===== src/rtl/mips_axi_pkg.sv =====
// Shared types and constants for the MIPS CPU AXI-lite bridge.
package mips_axi_pkg;

    localparam int AXI_ADDR_WIDTH = 32;
    localparam int AXI_DATA_WIDTH = 32;

    // Byte-enable count for a given data width.
    function automatic int strb_bytes(input int data_width);
        return data_width / 8;
    endfunction

    localparam int AXI_STRB_WIDTH = strb_bytes(AXI_DATA_WIDTH);

    localparam logic [1:0] RESP_OKAY   = 2'b00;
    localparam logic [1:0] RESP_SLVERR = 2'b10;
    localparam logic [1:0] RESP_DECERR = 2'b11;

    typedef enum logic [2:0] {
        ST_IDLE    = 3'd0,
        ST_RD_ADDR = 3'd1,
        ST_RD_DATA = 3'd2,
        ST_RD_HOLD = 3'd3,
        ST_WR_REQ  = 3'd4,
        ST_WR_RESP = 3'd5
    } axi_state_e;

    // SLVERR and DECERR are the two responses with resp[1] set.
    function automatic logic resp_is_err(input logic [1:0] resp);
        return (resp == RESP_SLVERR) || (resp == RESP_DECERR);
    endfunction

endpackage


===== src/rtl/cpu_axi_lite_master.sv =====
// CPU load/store request port to AXI-lite master, one transaction in flight.
//
// state      | meaning
// -----------+-----------------------------------------------------------
// ST_IDLE    | ready for a CPU request, Mem_Req_Ack high
// ST_RD_ADDR | arvalid driven, waiting for arready
// ST_RD_DATA | rready driven, waiting for rvalid
// ST_RD_HOLD | Read_data_Valid high until the CPU acks
// ST_WR_REQ  | awvalid/wvalid driven, each drops after its own handshake
// ST_WR_RESP | bready driven, waiting for bvalid
import mips_axi_pkg::*;

module cpu_axi_lite_master #(
    parameter int ADDR_WIDTH = AXI_ADDR_WIDTH,
    parameter int DATA_WIDTH = AXI_DATA_WIDTH
) (
    input  logic                    clk,
    input  logic                    mips_cpu_reset_n,

    input  logic [ADDR_WIDTH-1:0]   Address,
    input  logic                    MemRead,
    input  logic                    MemWrite,
    input  logic [DATA_WIDTH-1:0]   Write_data,
    input  logic [DATA_WIDTH/8-1:0] Write_strb,
    output logic                    Mem_Req_Ack,
    output logic [DATA_WIDTH-1:0]   Read_data,
    output logic                    Read_data_Valid,
    input  logic                    Read_data_Ack,
    output logic                    bus_err,

    output logic [ADDR_WIDTH-1:0]   m_axi_araddr,
    output logic                    m_axi_arvalid,
    input  logic                    m_axi_arready,
    output logic [2:0]              m_axi_arprot,

    input  logic [DATA_WIDTH-1:0]   m_axi_rdata,
    input  logic [1:0]              m_axi_rresp,
    input  logic                    m_axi_rvalid,
    output logic                    m_axi_rready,

    output logic [ADDR_WIDTH-1:0]   m_axi_awaddr,
    output logic                    m_axi_awvalid,
    input  logic                    m_axi_awready,
    output logic [2:0]              m_axi_awprot,

    output logic [DATA_WIDTH-1:0]   m_axi_wdata,
    output logic [DATA_WIDTH/8-1:0] m_axi_wstrb,
    output logic                    m_axi_wvalid,
    input  logic                    m_axi_wready,

    input  logic [1:0]              m_axi_bresp,
    input  logic                    m_axi_bvalid,
    output logic                    m_axi_bready
);

    localparam int STRB_W = DATA_WIDTH / 8;
    localparam logic [ADDR_WIDTH-1:0] ALIGN_MASK = {{(ADDR_WIDTH-2){1'b1}}, 2'b00};

    axi_state_e              state_q;
    logic [ADDR_WIDTH-1:0]   addr_q;
    logic [DATA_WIDTH-1:0]   wdata_q;
    logic [STRB_W-1:0]       wstrb_q;
    logic [DATA_WIDTH-1:0]   rdata_q;
    logic                    rdv_q;
    logic                    arvalid_q;
    logic                    rready_q;
    logic                    awvalid_q;
    logic                    wvalid_q;
    logic                    bready_q;
    logic                    aw_done_q;
    logic                    w_done_q;
    logic                    bus_err_q;

    logic [ADDR_WIDTH-1:0]   addr_d;
    logic                    aw_hs;
    logic                    w_hs;
    logic                    aw_done_d;
    logic                    w_done_d;

    // Word-align the request address and fold in this cycle's write handshakes.
    always_comb begin
        addr_d    = Address & ALIGN_MASK;
        aw_hs     = awvalid_q & m_axi_awready;
        w_hs      = wvalid_q & m_axi_wready;
        aw_done_d = aw_done_q | aw_hs;
        w_done_d  = w_done_q | w_hs;
    end

    // Transaction sequencer; every AXI control output is a flop driven here.
    always_ff @(posedge clk or negedge mips_cpu_reset_n) begin
        if (!mips_cpu_reset_n) begin
            state_q   <= ST_IDLE;
            addr_q    <= '0;
            wdata_q   <= '0;
            wstrb_q   <= '0;
            rdata_q   <= '0;
            rdv_q     <= 1'b0;
            arvalid_q <= 1'b0;
            rready_q  <= 1'b0;
            awvalid_q <= 1'b0;
            wvalid_q  <= 1'b0;
            bready_q  <= 1'b0;
            aw_done_q <= 1'b0;
            w_done_q  <= 1'b0;
            bus_err_q <= 1'b0;
        end else begin
            bus_err_q <= 1'b0;
            case (state_q)
                ST_IDLE: begin
                    // A simultaneous read stays pending until the next IDLE.
                    if (MemWrite) begin
                        addr_q    <= addr_d;
                        wdata_q   <= Write_data;
                        wstrb_q   <= Write_strb;
                        awvalid_q <= 1'b1;
                        wvalid_q  <= 1'b1;
                        aw_done_q <= 1'b0;
                        w_done_q  <= 1'b0;
                        state_q   <= ST_WR_REQ;
                    end else if (MemRead) begin
                        addr_q    <= addr_d;
                        arvalid_q <= 1'b1;
                        state_q   <= ST_RD_ADDR;
                    end
                end
                ST_RD_ADDR: begin
                    if (m_axi_arready) begin
                        arvalid_q <= 1'b0;
                        rready_q  <= 1'b1;
                        state_q   <= ST_RD_DATA;
                    end
                end
                ST_RD_DATA: begin
                    if (m_axi_rvalid) begin
                        rdata_q   <= m_axi_rdata;
                        rready_q  <= 1'b0;
                        rdv_q     <= 1'b1;
                        bus_err_q <= resp_is_err(m_axi_rresp);
                        state_q   <= ST_RD_HOLD;
                    end
                end
                ST_RD_HOLD: begin
                    if (Read_data_Ack) begin
                        rdv_q   <= 1'b0;
                        state_q <= ST_IDLE;
                    end
                end
                ST_WR_REQ: begin
                    aw_done_q <= aw_done_d;
                    w_done_q  <= w_done_d;
                    if (aw_hs) awvalid_q <= 1'b0;
                    if (w_hs)  wvalid_q  <= 1'b0;
                    if (aw_done_d && w_done_d) begin
                        bready_q <= 1'b1;
                        state_q  <= ST_WR_RESP;
                    end
                end
                ST_WR_RESP: begin
                    if (m_axi_bvalid) begin
                        bready_q  <= 1'b0;
                        bus_err_q <= resp_is_err(m_axi_bresp);
                        state_q   <= ST_IDLE;
                    end
                end
                default: state_q <= ST_IDLE;
            endcase
        end
    end

    // Output mapping; only Mem_Req_Ack is decoded from state.
    always_comb begin
        Mem_Req_Ack     = (state_q == ST_IDLE);
        Read_data       = rdata_q;
        Read_data_Valid = rdv_q;
        bus_err         = bus_err_q;
        m_axi_araddr    = addr_q;
        m_axi_arvalid   = arvalid_q;
        m_axi_arprot    = 3'b000;
        m_axi_rready    = rready_q;
        m_axi_awaddr    = addr_q;
        m_axi_awvalid   = awvalid_q;
        m_axi_awprot    = 3'b000;
        m_axi_wdata     = wdata_q;
        m_axi_wstrb     = wstrb_q;
        m_axi_wvalid    = wvalid_q;
        m_axi_bready    = bready_q;
    end

endmodule


===== config.mk =====
export PLATFORM = sky130hd
export DESIGN_NAME = cpu_axi_lite_master
export DESIGN_NICKNAME = d
export VERILOG_FILES = /design/src/rtl/mips_axi_pkg.sv /design/src/rtl/cpu_axi_lite_master.sv
export SDC_FILE = /design/constraint.sdc
export NUM_CORES = 1
export LEC_CHECK = 0
export ABC_AREA = 1
export CORE_AREA = 2 2 109 111
export DETAILED_ROUTE_END_ITERATION = 16
export DIE_AREA = 0 0 111 113
export PLACE_DENSITY = 0.85
export SYNTH_ARGS = -nofsm -noshare
export SYNTH_HDL_FRONTEND = slang
export SYNTH_SLANG_ARGS = --single-unit

===== constraint.sdc =====
create_clock -name clk -period 2.83 [get_ports clk]
set_input_delay 0.566 -clock clk [delete_from_list [all_inputs] [get_ports clk]]
set_output_delay 0.566 -clock clk [all_outputs]
set_load 0.1 [all_outputs]

Word level (Yosys, flattened, before mapping)
Cells that the tools add are included.

word-level totals
  output and inout port bits = 146
  memories = 0
  latch bits = 0
  bits in read-only memories = 0
  bits of input ports = 114
  memory bits (writable) = 0
  register bits = 112
  logic and storage cells = 93

cells by class
  div/mod/pow operators = 0
  add/sub/neg operators = 0
  shifts and indexed selects = 0
  reduce and logical (&&, ||, !) cells = 21
  muxes and demuxes = 34
  equal/unequal tests = 20
  multipliers = 0
  bitwise logic cells = 4
  order comparisons = 0

operators with widths
  cell                  count
  $mux W32              2
  $mux W3               7
  $ne A2 B2 Y1 const B  10
  $pmux W1 S2           9
  $pmux W3 S6           1
  $mux W1               15
  $reduce_and A3 Y1     5
  $reduce_bool A2 Y1    6
  $eq A2 B2 Y1 const B  4
  $reduce_and A2 Y1     4
  $eq A3 B2 Y1 const B  2
  $eq A3 B3 Y1 const B  2
  $reduce_and A6 Y1     1
  $reduce_and A4 Y1     1
  $eq A3 B1 Y1 const B  1
  $logic_not A3 Y1      1
  $ne A3 B3 Y1 const B  1
  $and A1 B1 Y1         2
  $logic_or A1 B1 Y1    2
  $or A1 B1 Y1          2
  $logic_and A1 B1 Y1   1

Depth between registers and ports, before layout
Gate-level depths: netlist of the first run.

  depth after elaboration = 5
  depth in mapped cells = 9
  gate-level depth less buffers = 8

Worst setup path after synthesis of the first run
OpenSTA, ideal clock, no wires.

  path type = reg-to-output
  start point = reg addr_q[10] (netlist: m_axi_araddr[10])
  end point = out m_axi_awaddr[10]
  stages on the path, launching flop included = 2
  setup slack = 0.924 ns
  data arrival time = 1.340 ns
  data required time = 2.264 ns
  buffers on the path = 1
  cells stage by stage = dfrtp_1 -> buf_4

RTL lines
  item                    RTL line                    text
  start, declared         cpu_axi_lite_master.sv:60   logic [ADDR_WIDTH-1:0] addr_q;
  start signal, assigned  cpu_axi_lite_master.sv:112  addr_q <= addr_d;
  start signal, assigned  cpu_axi_lite_master.sv:121  addr_q <= addr_d;
  end, declared           cpu_axi_lite_master.sv:41   output logic [ADDR_WIDTH-1:0] m_axi_awaddr,

No word-level cell between the ends.

Worst setup path after layout of the first run
  start point = reg state_q[0]
  end point = out Mem_Req_Ack

between the ends
  cells in the longest elaborated chain, start to end = 1

ends and longest elaborated chain
  item                    RTL line                    text
  start, declared         cpu_axi_lite_master.sv:59   axi_state_e state_q;
  start signal, assigned  cpu_axi_lite_master.sv:92   state_q <= ST_IDLE;
  start signal, assigned  cpu_axi_lite_master.sv:119  state_q <= ST_WR_REQ;
  start signal, assigned  cpu_axi_lite_master.sv:123  state_q <= ST_RD_ADDR;
  $logic_not A3 Y1        cpu_axi_lite_master.sv:172  Mem_Req_Ack = (state_q == ST_IDLE);
  end, declared           cpu_axi_lite_master.sv:25   output logic Mem_Req_Ack,

No other way between the ends.

==> flow_summary_export.csv, run 1 <==
group,metric,value,unit
clocking,cts_hold_buf,0,
setup_path,path_cells,"inv_2, nand2_2, nor2_4, buf_4",
sta,relSlewSlack,57.9,%
placed_design,gp_congestion,0.846,
floorplan,die-area,12500,sq um
yosys,ys_seq_area_share,59.1,%
clocking,clk_latency,0.33,ns
yosys,synth.top_cell.area_share,59.1,%
sta,clock_skew,0.00754,ns
yosys,postSynthCellCount,542,
drt,ant_nets,0,
yosys,synth-xor-area-share,0,%
clocking,cts_tree,"yes",
clocking,cts_buffers,9,
placed_design,place_ws,0.725,ns
drt,drt-initial-drc-count,209,
hold_path,hold_class,"primary input to async pin",
yosys,synth_cell_type_count,22,
yosys,synth_top_cell_by_area,"dfrtp_1",
yosys,syn_area_per_cell,8.59,sq um
setup_path,worst-path-max-fanout,6,
run_status,status,"finished clean",
drt,dr.pass1.iters,4,
yosys,synth_seq_cells,110,
sta,finalHoldViolCount,0,
setup_path,max_stage_delay,0.44,ns
yosys,muxShareOfSynthArea,0,%
setup_path,cp-end-kind,"primary output",
yosys,synth.area.top_cells,"dfrtp_1 (59%), nand2_1 (22%), buf_4 (6.6%), o21ai_0 (3.3%), inv_1 (2.8%)",
cells_and_area,antenna_cells,0,
sta,period_share,73.4,%
yosys,synthAdderAreaFrac,0,%
clocking,clk_transition_reported_paths,0.07,ns
drt,drt-vias-per-instance,4.57,
floorplan,die_h,113,microns
global_route,grt_usage,20.0,%
cells_and_area,nNetsFinal,865,
sta,slew_viol_final,0,
placed_design,dp_hpwl,9300,microns
yosys,synth-simple-area-share,24.3,%
yosys,synth_edf_count,0,
global_route,grt_start_max_net_pins,65,
flow_run,cap_violations,0,
clocking,root_buffer,"clkbuf_16",
sta,grt_setup_unrepaired,"false",
setup_path,crit_buf_inv,2,
sta,max_freq,0.481,GHz
sta,period_minus_slack,2.08,ns
global_route,grt_pass1_wl,20300,microns
floorplan,rows,39,
sta,finalSetupViolCount,0,
yosys,synth_top_family_by_area,"simple AND/OR/NAND/NOR gates",
global_route,grt-ovfl-total,0,
floorplan,start_util,41.3,%
placed_design,port_buffers,245,
yosys,synth_warnings,0,
drt,drc,0,
clocking,cts_htree_levels,3,
yosys,ys.flop_type,"dfrtp_1",
clocking,cts_sinks,110,
setup_path,start_kind,"register",
drt,drt-total-wl,12500,microns
sta,setup-tns-final,0,ns
setup_path,cp_top_family,"buffers and inverters",
setup_path,cpMaxStageDelayCell,"dfrtp_1",
clocking,clockBufferDepth,2,
floorplan,die_w,111,microns
sta,setup_slack,0.753,ns
sta,tightest_slew,0.632,ns
cells_and_area,areaGrowthSynthToFinish,48.3,%
yosys,synth-compound-area-share,4.49,%
clocking,cts_repair_resize_count,0,
global_route,antenna_found_initial,0,
cells_and_area,drive_above_1_share,21.9,%
cells_and_area,fillers,920,
clocking,cts_setup_buffers,0,
yosys,syn_area,4660,sq um
drt,vias,4099,
setup_path,critPathRequiredTime,2.26,ns
yosys,synth-async-reset-ratio,100,%
global_route,grt_pass1_vias,4155,
yosys,ys_top_cells_by_count,"nand2_1 (268), dfrtp_1 (110), buf_4 (41), inv_1 (35), o21ai_0 (31)",
drt,wl_per_cell,13.9,microns
cells_and_area,fin_util,61.3,%
floorplan,io-pin-count,260,
floorplan,core-area,11300,sq um
yosys,synth_most_common_cell,"nand2_1",
setup_path,arrival,1.51,ns
setup_path,criticalPathCategory,"register to primary output",
## kinds of logic (layout without fill, tap and decap cells)
group                  after synthesis  count (layout)
AOI/OAI and AO/OA                   40              40
buffers and inverters              100             303
DFF                                110             110
other                                1              10
and+or+nand+nor                    291             291
## cell usage in the layout (no fill, tap or decap), types with 2 or more instances in the layout
master and n:
dfrtp_1 110, nor2_4 2, a21oi_1 2, inv_1 35
nand3_1 8, inv_2 5, clkbuf_1 2, nand2_1 268
o21ai_1 4, nor2_1 8, clkbuf_8 2, clkbuf_16 9
conb_1 10, buf_4 140, nand2_2 2, clkdlybuf4s50_1 108
o21ai_0 31
## final cells by class
| class | count | area [sq um] | area share [%] |
|---|---|---|---|
| clock inverter | 1 | 30.0 | 0.435 |
| multi-input combinational | 341 | 1390 | 20.1 |
| tap | 143 | 179 | 2.59 |
| sequential | 110 | 2750 | 39.8 |
| timing repair buffer | 249 | 2150 | 31.1 |
| clock buffer | 13 | 260 | 3.77 |
| inverter | 40 | 150 | 2.17 |
## path summary, 6_finish.rpt
kind	start	to	slack, ns	cells after the start
max	state_q[0]$_DFFE_PN0P_	Mem_Req_Ack	0.75	4
max in group asynchronous	mips_cpu_reset_n	Read_data[11]$_DFFE_PN0P_	1.82	2
min in group clk	Read_data[22]$_DFFE_PN0P_	Read_data[22]$_DFFE_PN0P_	0.48	2
min	mips_cpu_reset_n	m_axi_wdata[9]$_DFFE_PN0P_	0.24	1
min reg2reg	Read_data[22]$_DFFE_PN0P_	Read_data[22]$_DFFE_PN0P_	0.48	2
max reg2reg	state_q[0]$_DFFE_PN0P_	m_axi_wdata[4]$_DFFE_PN0P_	1.13	7
## flip-flops by register name (all words and copies together), names as in the netlist, 3 cells and up
register      cells
m_axi_araddr     30
m_axi_wstrb       4
Read_data        32
state_q           3
m_axi_wdata      32
## routing by layer
metal  GRT usage (%)  wire (microns)  share of wire [%]
met1            24.3            4950                 40
met3            6.70            1240                 10
met5               0               0                  0
met4            7.33             259                2.1
met2            33.4            6000                 48
## through the flow
| step | hold WS [ns] | area (sq um) | std cells |
|---|---|---|---|
| 2_1_floorplan | 0.270 | 4690 | 551 |
| 3_3_place_gp | 0.463 | 6620 | 883 |
| 3_5_place_dp | 0.466 | 6620 | 883 |
| 4_1_cts | 0.263 | 6910 | 897 |
| 5_1_grt | 0.277 | 6910 | 897 |
| 6_report | 0.236 | 6910 | 897 |
Power of run 1 is left out: the tool's default activity adds up to more than one toggle a clock period on the data nets, which glitch-free logic cannot reach.
==> run 2, diff against run 1 <==
Settings changed: CORE_AREA 2 2 109 111 to 2 2 119 121, DIE_AREA 0 0 111 113 to 0 0 121 123, PLACE_DENSITY 0.85 to 0.76.
Clock period 2.83 ns to 1.7 ns, I/O delays scaled along.
==> run 2 against run 1 <==
Effect of this change:
- critical path depth up 1
- via count rose by 2.6%
- register-to-register slack worse by 0.79 ns
- utilization rose by 3.2 points
- final cell count grew 5.4%
- non-clock buffer count grew 9
- clock skew is 0.0021 ns lower
- die area rose by 19%
- first-iteration DRC count down 12%
- wire length grew 11%
- global-route usage down 1.2 points
- highest routed layer unchanged
==> flow_summary_export.csv, run 2 (same netlist as run 1, synthesis figures left out) <==
group,metric,value,unit
cells_and_area,nNetsFinal,874,
global_route,grt_start_max_net_pins,111,
global_route,grt_pass1_wl,21600,microns
global_route,antenna_found_initial,0,
drt,drt-initial-drc-count,184,
setup_path,r2r_start,"state_q[1]$_DFFE_PN0P_",
drt,drc,0,
floorplan,core-area,13600,sq um
cells_and_area,layout_common_cells,"nand2_1 (268), buf_12 (141), dfrtp_1 (110), clkdlybuf4s50_1 (108), inv_1 (35)",
placed_design,gp_congestion,0.831,
floorplan,die_w,121,microns
placed_design,dp_hpwl,10800,microns
setup_path,cp_top_family,"flip-flops",
setup_path,path_cells,"inv_2, nand2_4, nor2_4, buf_6, buf_12",
clocking,cts_buffers,9,
sta,relSlewSlack,62.2,%
drt,wl_per_cell,14.7,microns
drt,vias,4205,
cells_and_area,layout_commonest_cell,"nand2_1",
setup_path,criticalPathCategory,"register to primary output",
drt,drt-total-wl,13900,microns
setup_path,start_kind,"register",
global_route,grt_usage,18.8,%
setup_path,worst-path-max-fanout,3,
floorplan,die_h,123,microns
sta,max_freq,0.612,GHz
setup_path,crit_buf_inv,3,
cells_and_area,antenna_cells,0,
clocking,clockBufferDepth,2,
cells_and_area,stdcell_area,8780,sq um
clocking,cts_sinks,110,
global_route,grt_pass1_vias,4181,
cells_and_area,finish.cell_count_without_fillers,945,
run_status,status,"finished clean",
setup_path,cpMaxStageDelayCell,"dfrtp_1",
setup_path,max_stage_delay,0.40,ns
cells_and_area,drive_above_1_share,23.1,%
sta,setup_slack,0.0652,ns
placed_design,placed_area,8460,sq um
drt,dr.pass1.iters,5,
flow_run,cap_violations,0,
sta,tightest_slew,0.567,ns
sta,grt_setup_unrepaired,"true",
sta,period_share,96.2,%
placed_design,placed_cells,925,
floorplan,rows,43,
sta,finalSetupViolCount,0,
cells_and_area,areaGrowthSynthToFinish,88.6,%
setup_path,cp-end-kind,"primary output",
drt,ant_nets,0,
clocking,cts_tree,"yes",
floorplan,die-area,14900,sq um
clocking,clk_transition_reported_paths,0.07,ns
floorplan,io-pin-count,260,
sta,whs,0.0798,ns
sta,clock_skew,0.00543,ns
sta,slew_viol_final,0,
clocking,cts_hold_buf,0,
clocking,clk_latency,0.34,ns
placed_design,port_buffers,245,
setup_path,arrival,1.29,ns
setup_path,critPathRequiredTime,1.36,ns
sta,period_minus_slack,1.63,ns
floorplan,start_util,34.2,%
hold_path,hold_class,"primary input to async pin",
clocking,cts_htree_levels,3,
setup_path,setup.worst_path.start,"state_q[1]$_DFFE_PN0P_",
clocking,root_buffer,"clkbuf_16",
placed_design,place_ws,0.0618,ns
sta,finalHoldViolCount,0,
drt,drt-vias-per-instance,4.45,
global_route,grt-ovfl-total,0,
## run 2: layout make-up
cell class              count  area [sq um]
fillers                   985          4830
repair buffers            258          3980
flip-flops and latches    110          2750
multi-input cells         341          1390
clock buffers              10           229
well taps                 180           225
inverters                  40           150
clock inverters             6          61.3
## run 2: repair_timing
item,4_1_cts,5_1_grt
setup buffers,4,0
resized for setup,0,1
gates cloned,0,0
endpoints found under the setup margin,1,1
## run 2: worst register-to-register path, stage by stage (launching register included)
cell	delay, ns
dfrtp_1	0.40
inv_2	0.09
nand2_4	0.07
nor2_4	0.10
buf_6	0.13
o21ai_4	0.06
buf_12	0.18
o21ai_0	0.24
## run 2: worst paths after layout
check	end	slack, ns	depth (start not counted)
max in group asynchronous	m_axi_araddr[27]$_DFFE_PN0P_	1.21	2
hold reg to reg	w_done_q$_DFFE_PN0P_	0.54	2
min in group clk	m_axi_wdata[21]$_DFFE_PN0P_	0.53	3
setup / recovery	Mem_Req_Ack	0.07	5
setup reg to reg	m_axi_araddr[13]$_DFFE_PN0P_	0.34	7
hold / removal	m_axi_wdata[15]$_DFFE_PN0P_	0.08	2
## run 2: stage by stage
stage | TNS, ns | util, %
floorplan | -2.14 | -
CTS | 0 | 64.5
global route | -0.0193 | 64.5
global placement | 0 | 62.2
finish | 0 | 64.5
detailed placement | 0 | 62.2
## run 2: metal layers
metal,vias up,part of all wire (%),GRT usage [%]
li1,2024,-,-
met1,1969,38,21.5
met2,200,48,31.3
met3,12,13,9.46
met4,0,1.0,4.87
met5,-,0,0
Power of run 2 is left out for the same reason.
